===== src/rtl/imem_fetch_ctrl.sv =====
// Direct-mapped instruction cache controller for the IF stage: same-cycle hits, block refill on miss.
// Optional hit/miss counters are enabled by defining ICACHE_STATS_EN.
module imem_fetch_ctrl #(
    parameter int unsigned LINES = 8,
    parameter int unsigned IDX_W = $clog2(LINES)
) (
    input  logic         CLOCK,
    input  logic         RESET,
    input  logic [31:0]  PC,
    output logic [31:0]  INSTRUCTION,
    output logic         BUSYWAIT,
    output logic         MEM_READ,
    output logic [27:0]  MEM_ADDRESS,
    input  logic [127:0] MEM_READDATA,
    input  logic         MEM_BUSYWAIT
`ifdef ICACHE_STATS_EN
    ,
    output logic [31:0]  HIT_COUNT,
    output logic [31:0]  MISS_COUNT
`endif
);

    localparam int unsigned BLK_W  = 28;
    localparam int unsigned TAG_W  = BLK_W - IDX_W;
    localparam int unsigned WORD_W = 32;
    localparam int unsigned LINE_W = 128;
    localparam logic [WORD_W-1:0] NOP = 32'h0000_0013;

    typedef enum logic [1:0] {
        IDLE   = 2'd0,
        FETCH  = 2'd1,
        UPDATE = 2'd2
    } state_t;

    state_t              state;
    logic [LINES-1:0]    valid;
    logic [TAG_W-1:0]    tag_mem  [LINES];
    logic [LINE_W-1:0]   data_mem [LINES];
    logic [BLK_W-1:0]    miss_addr;
    logic [LINE_W-1:0]   fill_data;

    logic [IDX_W-1:0]    pc_idx;
    logic [TAG_W-1:0]    pc_tag;
    logic [1:0]          pc_off;
    logic [IDX_W-1:0]    fill_idx;
    logic [TAG_W-1:0]    fill_tag;
    logic                hit;
    logic                unused_pc_bits;

    // Byte address split into tag / index / word offset
    assign pc_off         = PC[3:2];
    assign pc_idx         = PC[4 +: IDX_W];
    assign pc_tag         = PC[31 -: TAG_W];
    assign fill_idx       = miss_addr[IDX_W-1:0];
    assign fill_tag       = miss_addr[BLK_W-1 -: TAG_W];
    assign hit            = valid[pc_idx] && (tag_mem[pc_idx] == pc_tag);
    assign unused_pc_bits = ^PC[1:0];

    // Controller state, valid bits and miss bookkeeping
    always_ff @(posedge CLOCK or negedge RESET) begin
        if (!RESET) begin
            state     <= IDLE;
            valid     <= '0;
            miss_addr <= '0;
            fill_data <= '0;
        end else begin
            case (state)
                IDLE: begin
                    if (!hit) begin
                        miss_addr <= PC[31:4];
                        state     <= FETCH;
                    end
                end
                FETCH: begin
                    if (!MEM_BUSYWAIT) begin
                        fill_data <= MEM_READDATA;
                        state     <= UPDATE;
                    end
                end
                UPDATE: begin
                    valid[fill_idx] <= 1'b1;
                    state           <= IDLE;
                end
                default: state <= IDLE;
            endcase
        end
    end

    // Tag and data arrays carry no reset; only the valid bits qualify them
    always_ff @(posedge CLOCK) begin
        if (state == UPDATE) begin
            tag_mem[fill_idx]  <= fill_tag;
            data_mem[fill_idx] <= fill_data;
        end
    end

    // Hit data, stall and memory request decode
    always_comb begin
        INSTRUCTION = NOP;
        BUSYWAIT    = 1'b1;
        MEM_READ    = 1'b0;
        MEM_ADDRESS = '0;
        if (RESET) begin
            case (state)
                IDLE: begin
                    if (hit) begin
                        INSTRUCTION = data_mem[pc_idx][{pc_off, 5'b0} +: WORD_W];
                        BUSYWAIT    = 1'b0;
                    end
                end
                FETCH: begin
                    MEM_READ    = 1'b1;
                    MEM_ADDRESS = miss_addr;
                end
                default: ;
            endcase
        end
    end

`ifdef ICACHE_STATS_EN
    logic first_after_fill;

    // The cycle right after a fill is the replayed access, not a fresh hit
    always_ff @(posedge CLOCK or negedge RESET) begin
        if (!RESET) begin
            first_after_fill <= 1'b0;
            HIT_COUNT        <= '0;
            MISS_COUNT       <= '0;
        end else begin
            first_after_fill <= (state == UPDATE);
            if (state == IDLE && !hit)
                MISS_COUNT <= MISS_COUNT + 32'd1;
            if (state == IDLE && hit && !first_after_fill)
                HIT_COUNT <= HIT_COUNT + 32'd1;
        end
    end
`endif

endmodule


===== config.mk =====
export PLATFORM = sky130hd
export DESIGN_NAME = imem_fetch_ctrl
export DESIGN_NICKNAME = d
export VERILOG_FILES = /design/src/rtl/imem_fetch_ctrl.sv
export SDC_FILE = /design/constraint.sdc
export NUM_CORES = 1
export LEC_CHECK = 0
export ABC_AREA = 1
export CORE_MARGIN = 2
export CORE_UTILIZATION = 50
export CTS_CLUSTER_SIZE = 16
export DETAILED_ROUTE_END_ITERATION = 7
export PLACE_DENSITY = 0.68
export SYNTH_ARGS = -nofsm -noshare
export SYNTH_HDL_FRONTEND = slang
export SYNTH_SLANG_ARGS = --single-unit

===== constraint.sdc =====
create_clock -name CLOCK -period 10.35 [get_ports CLOCK]
set_input_delay 2.07 -clock CLOCK [delete_from_list [all_inputs] [get_ports CLOCK]]
set_output_delay 2.07 -clock CLOCK [all_outputs]
set_load 0.05 [all_outputs]

==> summary.txt, run 1 <==
Yosys
  • Number of synthesized register bits: 1390
  • Post-synth EDFFs: about 1.2k
  • Seq/Total Area, Yosys: 73.39%
  • Area leader, netlist: edfxtp_1
  • Top post-synthesis cells by area: edfxtp_1 (66%), nand2_1 (8.9%), dfrtp_1 (7.5%), a21oi_1 (3.0%), mux2_2 (2.6%)
  • Most common cell in the netlist: nand2_1
  • Top cells by count, synth: nand2_1 (1323), edfxtp_1 (1224), a21oi_1 (338)
  • Synth top area share: 65.94%
  • Distinct cells, synth: 31
  • Async set-reset flop share out of synthesis: a little under an eighth
  • Mapped Area: 55740 µm²
  • Top_reg_cell synth: edfxtp_1
  • Syn Nets: 4639
  • Ys Warns: 0
  • Synth Instances: 4476
  • Syn Area/Cell: roughly 12 µm²

Finish
  • Finished Layout Cells: 6230
  • Ant diodes: 0
  • Proportion of layout cells with a drive suffix above 1: 8.899%
  • Final Cell Area: 63950 µm²
  • Nets@finish: around 4.8k
  • Area occupied by multi-input gates: about 13000 µm²
  • Register area: between 40000 and 50000 µm²
  • Layout fillers: 8680
  • P&R area growth vs syn: 14.73%

Global route
  • Met3 Use GR: 5.766%
  • Met1 Usage GRT: 32.91%
  • Vias in the first global route: 34.48k
  • GR peak layer: met2
  • Pin count of the biggest net entering global routing: 171
  • Met2 Use GR: around two fifths
  • Total track usage: 25.00%
  • Initial antenna violation count: 8
  • First-pass GRT wire length: approximately 210 mm
  • Total gr overflow: 0

Timing
  • Fmax: about 0.12 GHz
  • Minimum clock period: around 8.5 ns
  • Final setup fails: 0
  • Worst-margin pin slew: 1.301 ns
  • Max-slew violations: 0
  • Max Clock Skew: 0.02427 ns
  • RSZ-0062 raised after global routing: false
  • Worst slew margin: 12.17%
  • WHS: 0.4674 ns
  • Hold Fails Final Rpt: 0
  • Fin crit share: approximately 80%
  • Fin Setup TNS: 0 ns

Drt
  • Vias: about 35k
  • First-iteration detailed-routing DRC count: ~3.4k
  • Wire per inst: between 20 and 25 µm
  • DR vias/cell: around 5.7
  • Number of iterations in the first detailed-routing pass: 5
  • Total Wirelength: about 140 mm
  • Antenna-violating nets left: 0
  • DRC Markers: 0

Placement
  • Final Wtd Congestion: 0.7866
  • Placed cell count: approximately 6.0k
  • Port buffer count: between 200 and 250
  • Placed cell area: ~59000 µm²
  • Hpwl dp: 76.27 mm

Floorplanning
  • Die ar.: 114200 µm²
  • Chip Width: around 340 µm
  • Area of the core region: around 110000 µm²
  • Initial Util: 50.37%
  • Rows: roughly 120
  • Boundary Pins: between 200 and 250
  • Overall die height: about 340 µm

CTS
  • Clock transition at path regs: ~0.05 ns
  • Clk buf depth: 3
  • CTS resizes: 0
  • Post-CTS setup buffer count: 0
  • Sink Count: 1390
  • CTS Hold Bufs: 0
  • H-tree depth: 4
  • CTS tree: yes
  • TritonCTS Buffers: 142
  • Worst skew pair latency: between 0.7 and 0.8 ns
  • Root Buffer Master: clkbuf_16

Critical path
  • Critical path fanouts, max: around 140
  • CP Capture Type: output port
  • Critical Path AT: 6.41 ns
  • Worst Setup Path Type: in2out
  • Req. time, crit path: 8.28 ns
  • Critical path startpoint category: input port

Min path
  • Hold WC Path Type: reg2reg

Power
  • Lkg Pwr: between 20 and 25 nW
  • PwrDens: 233.7 nW/µm²
  • Maximum VDD drop: 0.1469 mV

Job
  • Max-Cap Viols: 0

Status
  • Status: complete, no violations
-- per-stage QoR --
step	power, W	util (%)	setup WS [ns]
global route	0.01553	57.79	1.761
detailed placement	0.01001	53.60	2.063
finish	0.01495	57.79	1.874
CTS	0.01504	57.79	2.042
global placement	0.009932	53.60	2.114
floorplan	0.009151	-	2.559
-- final timing paths --
path | start | depth (start not counted) | endpoint | slack [ns]
setup / recovery | PC[4] | 10 | INSTRUCTION[14] | 1.87
min in group asynchronous | RESET | 1 | fill_data[113]$_DFFE_PN0P_ | 1.28
setup reg to reg | state[1]$_DFFE_PN0P_ | 6 | data_mem[1][27]$_DFFE_PP_ | 6.70
hold reg to reg | valid[1]$_DFFE_PN0P_ | 1 | valid[1]$_DFFE_PN0P_ | 0.47
max in group asynchronous | RESET | 2 | fill_data[2]$_DFFE_PN0P_ | 7.80
hold / removal | valid[1]$_DFFE_PN0P_ | 1 | valid[1]$_DFFE_PN0P_ | 0.47
-- layout make-up --
class	instances	share of cell area, %
multi-input cells	2676	20.63
well taps	1488	2.911
inverters	124	0.7571
clock inverters	54	0.9528
repair buffers	287	4.480
flip-flops and latches	1390	63.97
clock buffers	211	6.300
-- cell usage in the layout, fill, tap and decap left out, drive strengths merged --
cell / synthesis / routed
and2: 1 / 1
a22oi: 58 / 58
nand4: 3 / 3
clkinv: 1 / 37
a221o: 8 / 8
edfxtp: 1224 / 1224
nand3: 282 / 282
clkinvlp: 0 / 1
dfrtp: 166 / 166
o22ai: 3 / 3
buf: 136 / 70
a21oi: 338 / 338
o311a: 1 / 1
clkdlybuf4s50: 0 / 216
clkbuf: 150 / 212
o311ai: 84 / 84
o211ai: 34 / 34
o221ai: 21 / 21
or2: 9 / 9
mux2: 128 / 128
a32o: 31 / 31
nand2: 1323 / 1323
bufinv: 0 / 10
nor2: 247 / 247
nor3: 1 / 1
o21ai: 89 / 89
nand3b: 15 / 15
inv: 123 / 130
-- cells by family (layout without fill, tap and decap cells) --
family	after synthesis	count (layout)	share of synthesized area [%]
AOI/OAI and AO/OA	667	667	7.475
buffers and inverters	410	676	3.080
muxes	128	128	2.586
and+or+nand+nor	1881	1881	13.47
DFF	1390	1390	73.39
-- layer usage --
| metal | vias up | routed length, µm | share of wire, % |
|---|---|---|---|
| met5 | - | 41 | 0.029 |
| met4 | 6 | 5180 | 3.7 |
| met3 | 259 | 12000 | 8.5 |
| met2 | 1423 | 67180 | 47 |
| met1 | 17470 | 57340 | 40 |
| li1 | 16270 | - | - |
-- registers in the layout, indices dropped and copies added (netlist names) --
| name | cells |
|---|---|
| data_mem | 1024 |
| tag_mem | 200 |
| fill_data | 128 |
| miss_addr | 28 |
| valid | 8 |
| state | 2 |
-- where the power goes --
part           total (W)  switching (W)  internal (W)
Clock            0.00506        0.00210       0.00296
Sequential       0.00828       0.000834       0.00744
Combinational    0.00161        0.00101      0.000594
-- worst max-delay path: stages --
cell and delay (ns):
buf_8 0.20, inv_8 0.67, buf_4 0.81, a21oi_1 0.12
o311ai_0 0.97, nand2_1 0.18, nand2_1 0.11, nand2_1 0.12
nor2_1 0.15, clkdlybuf4s50_1 0.82
(Power assumes the default switching activity.)
==> inputs of run 2 (changes only) <==
PLACE_DENSITY = 0.7   (was 0.68)
clock period = 7.65 ns   (was 10.35 ns; I/O delays follow)
==> run 2 against run 1 <==
- cell count grew 0.13%
- design area is 0.45% higher
- utilization increased by 0.26 points
- sequential cell count unchanged
- routed wire length increased by 1.1%
- largest power group unchanged
==> summary.txt, run 2 (synthesis gave the netlist of run 1 again) <==
Global route
  • Total track usage: 25.07% (+0.069 points)
  • First-pass GRT wire length: 213.8 mm (+0.79%)
  • Pin count of the biggest net entering global routing: 187 (+9.4%)
  • Total gr overflow: 0 (unchanged)
  • Initial antenna violation count: 5 (-3)
  • Vias in the first global route: 34.67k (+0.55%)

Critical path
  • Crit path max-delay cell type: o311ai_0
  • Critical Path AT: 5.01 ns (-1.40 ns)
  • Critical path startpoint category: input port
  • CP Capture Type: output port
  • Most used cell, CP: nand2_1
  • Req. time, crit path: 6.12 ns (-2.16 ns)
  • Worst path cell trace: buf_8, inv_8, buf_12, a21oi_1, o311ai_0, nand2_1, nand2_1, nand2_1, nor2_1, buf_12
  • Critical path fanouts, max: 143 (+3.6%)
  • Critical path's top delay family: buffers and inverters
  • Worst Setup Path Type: in2out
  • Buf+Inv Stages, Crit Path: 4 (unchanged)
  • Slowest stage delay, CP: 1.01 ns (+0.04 ns)

Floorplanning
  • Initial Util: 50.37% (unchanged)
  • Area of the core region: 110700 µm² (unchanged)
  • Boundary Pins: 225 (unchanged)
  • Chip Width: 337.9 µm (unchanged)
  • Die ar.: 114200 µm² (unchanged)
  • Rows: 122 (unchanged)
  • Overall die height: 337.9 µm (unchanged)

Drt
  • Total Wirelength: 143.3 mm (+1.1%)
  • Number of iterations in the first detailed-routing pass: 5 (unchanged)
  • First-iteration detailed-routing DRC count: 3823 (+14%)
  • DR vias/cell: 5.790 (+1.8%)
  • DRC Markers: 0 (unchanged)
  • Antenna-violating nets left: 0 (unchanged)
  • Vias: 36.12k (+1.9%)
  • Wire per inst: 22.97 µm (+0.98%)

Placement
  • Final Wtd Congestion: 0.8205 (+4.3%)
  • Port buffer count: 222 (unchanged)
  • Pre-CTS setup slack: 1.162 ns (-0.9012 ns)
  • Hpwl dp: 77.21 mm (+1.2%)
  • Placed cell count: 5981 (+0.27%)

Timing
  • Minimum clock period: 6.538 ns
  • RSZ-0062 raised after global routing: false
  • Worst-margin pin slew: 1.170 ns (-0.1305 ns)
  • Fin Setup TNS: 0 ns (unchanged)
  • Final setup margin: 1.112 ns (-0.7626 ns)
  • Fmax: 0.1529 GHz
  • Max-slew violations: 0 (unchanged)
  • Fin crit share: 85.47%
  • Hold Fails Final Rpt: 0 (unchanged)
  • Final setup fails: 0 (unchanged)
  • Worst slew margin: 20.98% (+8.8 points)
  • Max Clock Skew: 0.02072 ns (-0.003551 ns)

Finish
  • Max reg flops: 1024 (unchanged)
  • Finished Layout Cells: 6238 (+0.13%)
  • Final Core Density: 58.05% (+0.26 points)
  • Largest register by flop count: data_mem
  • Most frequent cells in the layout: nand2_1 (1323), edfxtp_1 (1224), a21oi_1 (338)
  • Largest regs: data_mem x1024, tag_mem x200, fill_data x128
  • Most common cell after layout, fill and taps aside: nand2_1
  • Nets@finish: 4800 (+0.33%)
  • Layout fillers: 8577 (-1.2%)
  • P&R area growth vs syn: 15.25%
  • Proportion of layout cells with a drive suffix above 1: 9.770% (+0.87 points)

Job
  • Max-Cap Viols: 0 (unchanged)

CTS
  • CTS Hold Bufs: 0 (unchanged)
  • Root Buffer Master: clkbuf_16
  • CTS tree: yes
  • Clk buf depth: 3 (unchanged)
  • Post-CTS setup buffer count: 0 (unchanged)
  • Sink Count: 1390 (unchanged)
  • Worst skew pair latency: 0.75 ns (about the same)
  • H-tree depth: 4 (unchanged)
  • Clock transition at path regs: 0.06 ns (about the same)
  • TritonCTS Buffers: 142 (unchanged)
  • CTS resizes: 0 (unchanged)

Power
  • Maximum VDD drop: 0.2262 mV (+54%)
  • Lkg Pwr: 23.37 nW (+0.64%)
  • Clock Power Share: 33.2% (-0.7 points)
  • Power Internal: 0.01477 W (+34%)
  • PwrDens: 313.0 nW/µm² (+34%)
  • Net Sw Frac: 26.53% (+0.13 points)
  • Combinational Power Share: 10.9% (about the same)
  • Seq pwr share: 55.9% (+0.5 points)
  • Psw: 0.005334 W (+35%)

Status
  • Status: complete, no violations

Min path
  • Hold WC Path Type: reg2reg
run 2: cell types whose count changed in the layout (fill, tap and decap cells not counted), sizes merged:
| cell | change |
|---|---|
| diode | +1 |
| clkdlybuf4s50 | -30 |
| clkinv | -2 |
| bufinv | -4 |
| clkbuf | -3 |
| buf | +46 |
run 2: area by class of cell:
class | count | area [µm²] | area share (%)
Inverter | 124 | 483.0 | 0.7518
Clock buffer | 208 | 4069 | 6.334
Multi-Input combinational cell | 2676 | 13190 | 20.54
Antenna cell | 1 | 2.502 | 0.003895
Timing Repair Buffer | 303 | 3311 | 5.154
Tap cell | 1488 | 1862 | 2.898
Sequential cell | 1390 | 40910 | 63.68
Clock inverter | 48 | 409.1 | 0.6369
run 2: per-stage QoR:
step                      area [µm²]  hold WS [ns]  power, W
after floorplan                55740        0.4240   0.01238
after CTS                      64240        0.4720   0.02020
final                          64240        0.4700   0.02011
after global placement         59760        0.4529   0.01346
after global routing           64240        0.4793   0.02083
after detailed placement       59760        0.4594   0.01359
run 2: path summary, 6_finish.rpt:
path,from,to,slack [ns],depth (start not counted)
max in group asynchronous,RESET,fill_data[96]$_DFFE_PN0P_,5.66,2
max reg2reg,state[1]$_DFFE_PN0P_,data_mem[6][54]$_DFFE_PP_,4.37,6
min reg2reg,valid[0]$_DFFE_PN0P_,valid[0]$_DFFE_PN0P_,0.47,1
min,valid[0]$_DFFE_PN0P_,valid[0]$_DFFE_PN0P_,0.47,1
min in group asynchronous,RESET,fill_data[110]$_DFFE_PN0P_,0.73,1
max,PC[4],INSTRUCTION[10],1.11,10
run 2: power groups by stage:
stage	combinational [W]	clock (W)	sequential (W)
3_5_place_dp	0.00218	0	0.0114
2_1_floorplan	0.00144	0	0.0109
4_1_cts	0.00219	0.00675	0.0113
3_3_place_gp	0.00214	0	0.0113
5_1_grt	0.00237	0.00705	0.0114
6_report	0.00219	0.00667	0.0112
run 2: layer usage:
| metal | track usage [%] | routed length, µm |
|---|---|---|
| met5 | 0 | 34 |
| met4 | 9.154 | 4563 |
| met3 | 4.588 | 12080 |
| met2 | 40.17 | 68160 |
| met1 | 34.49 | 58480 |
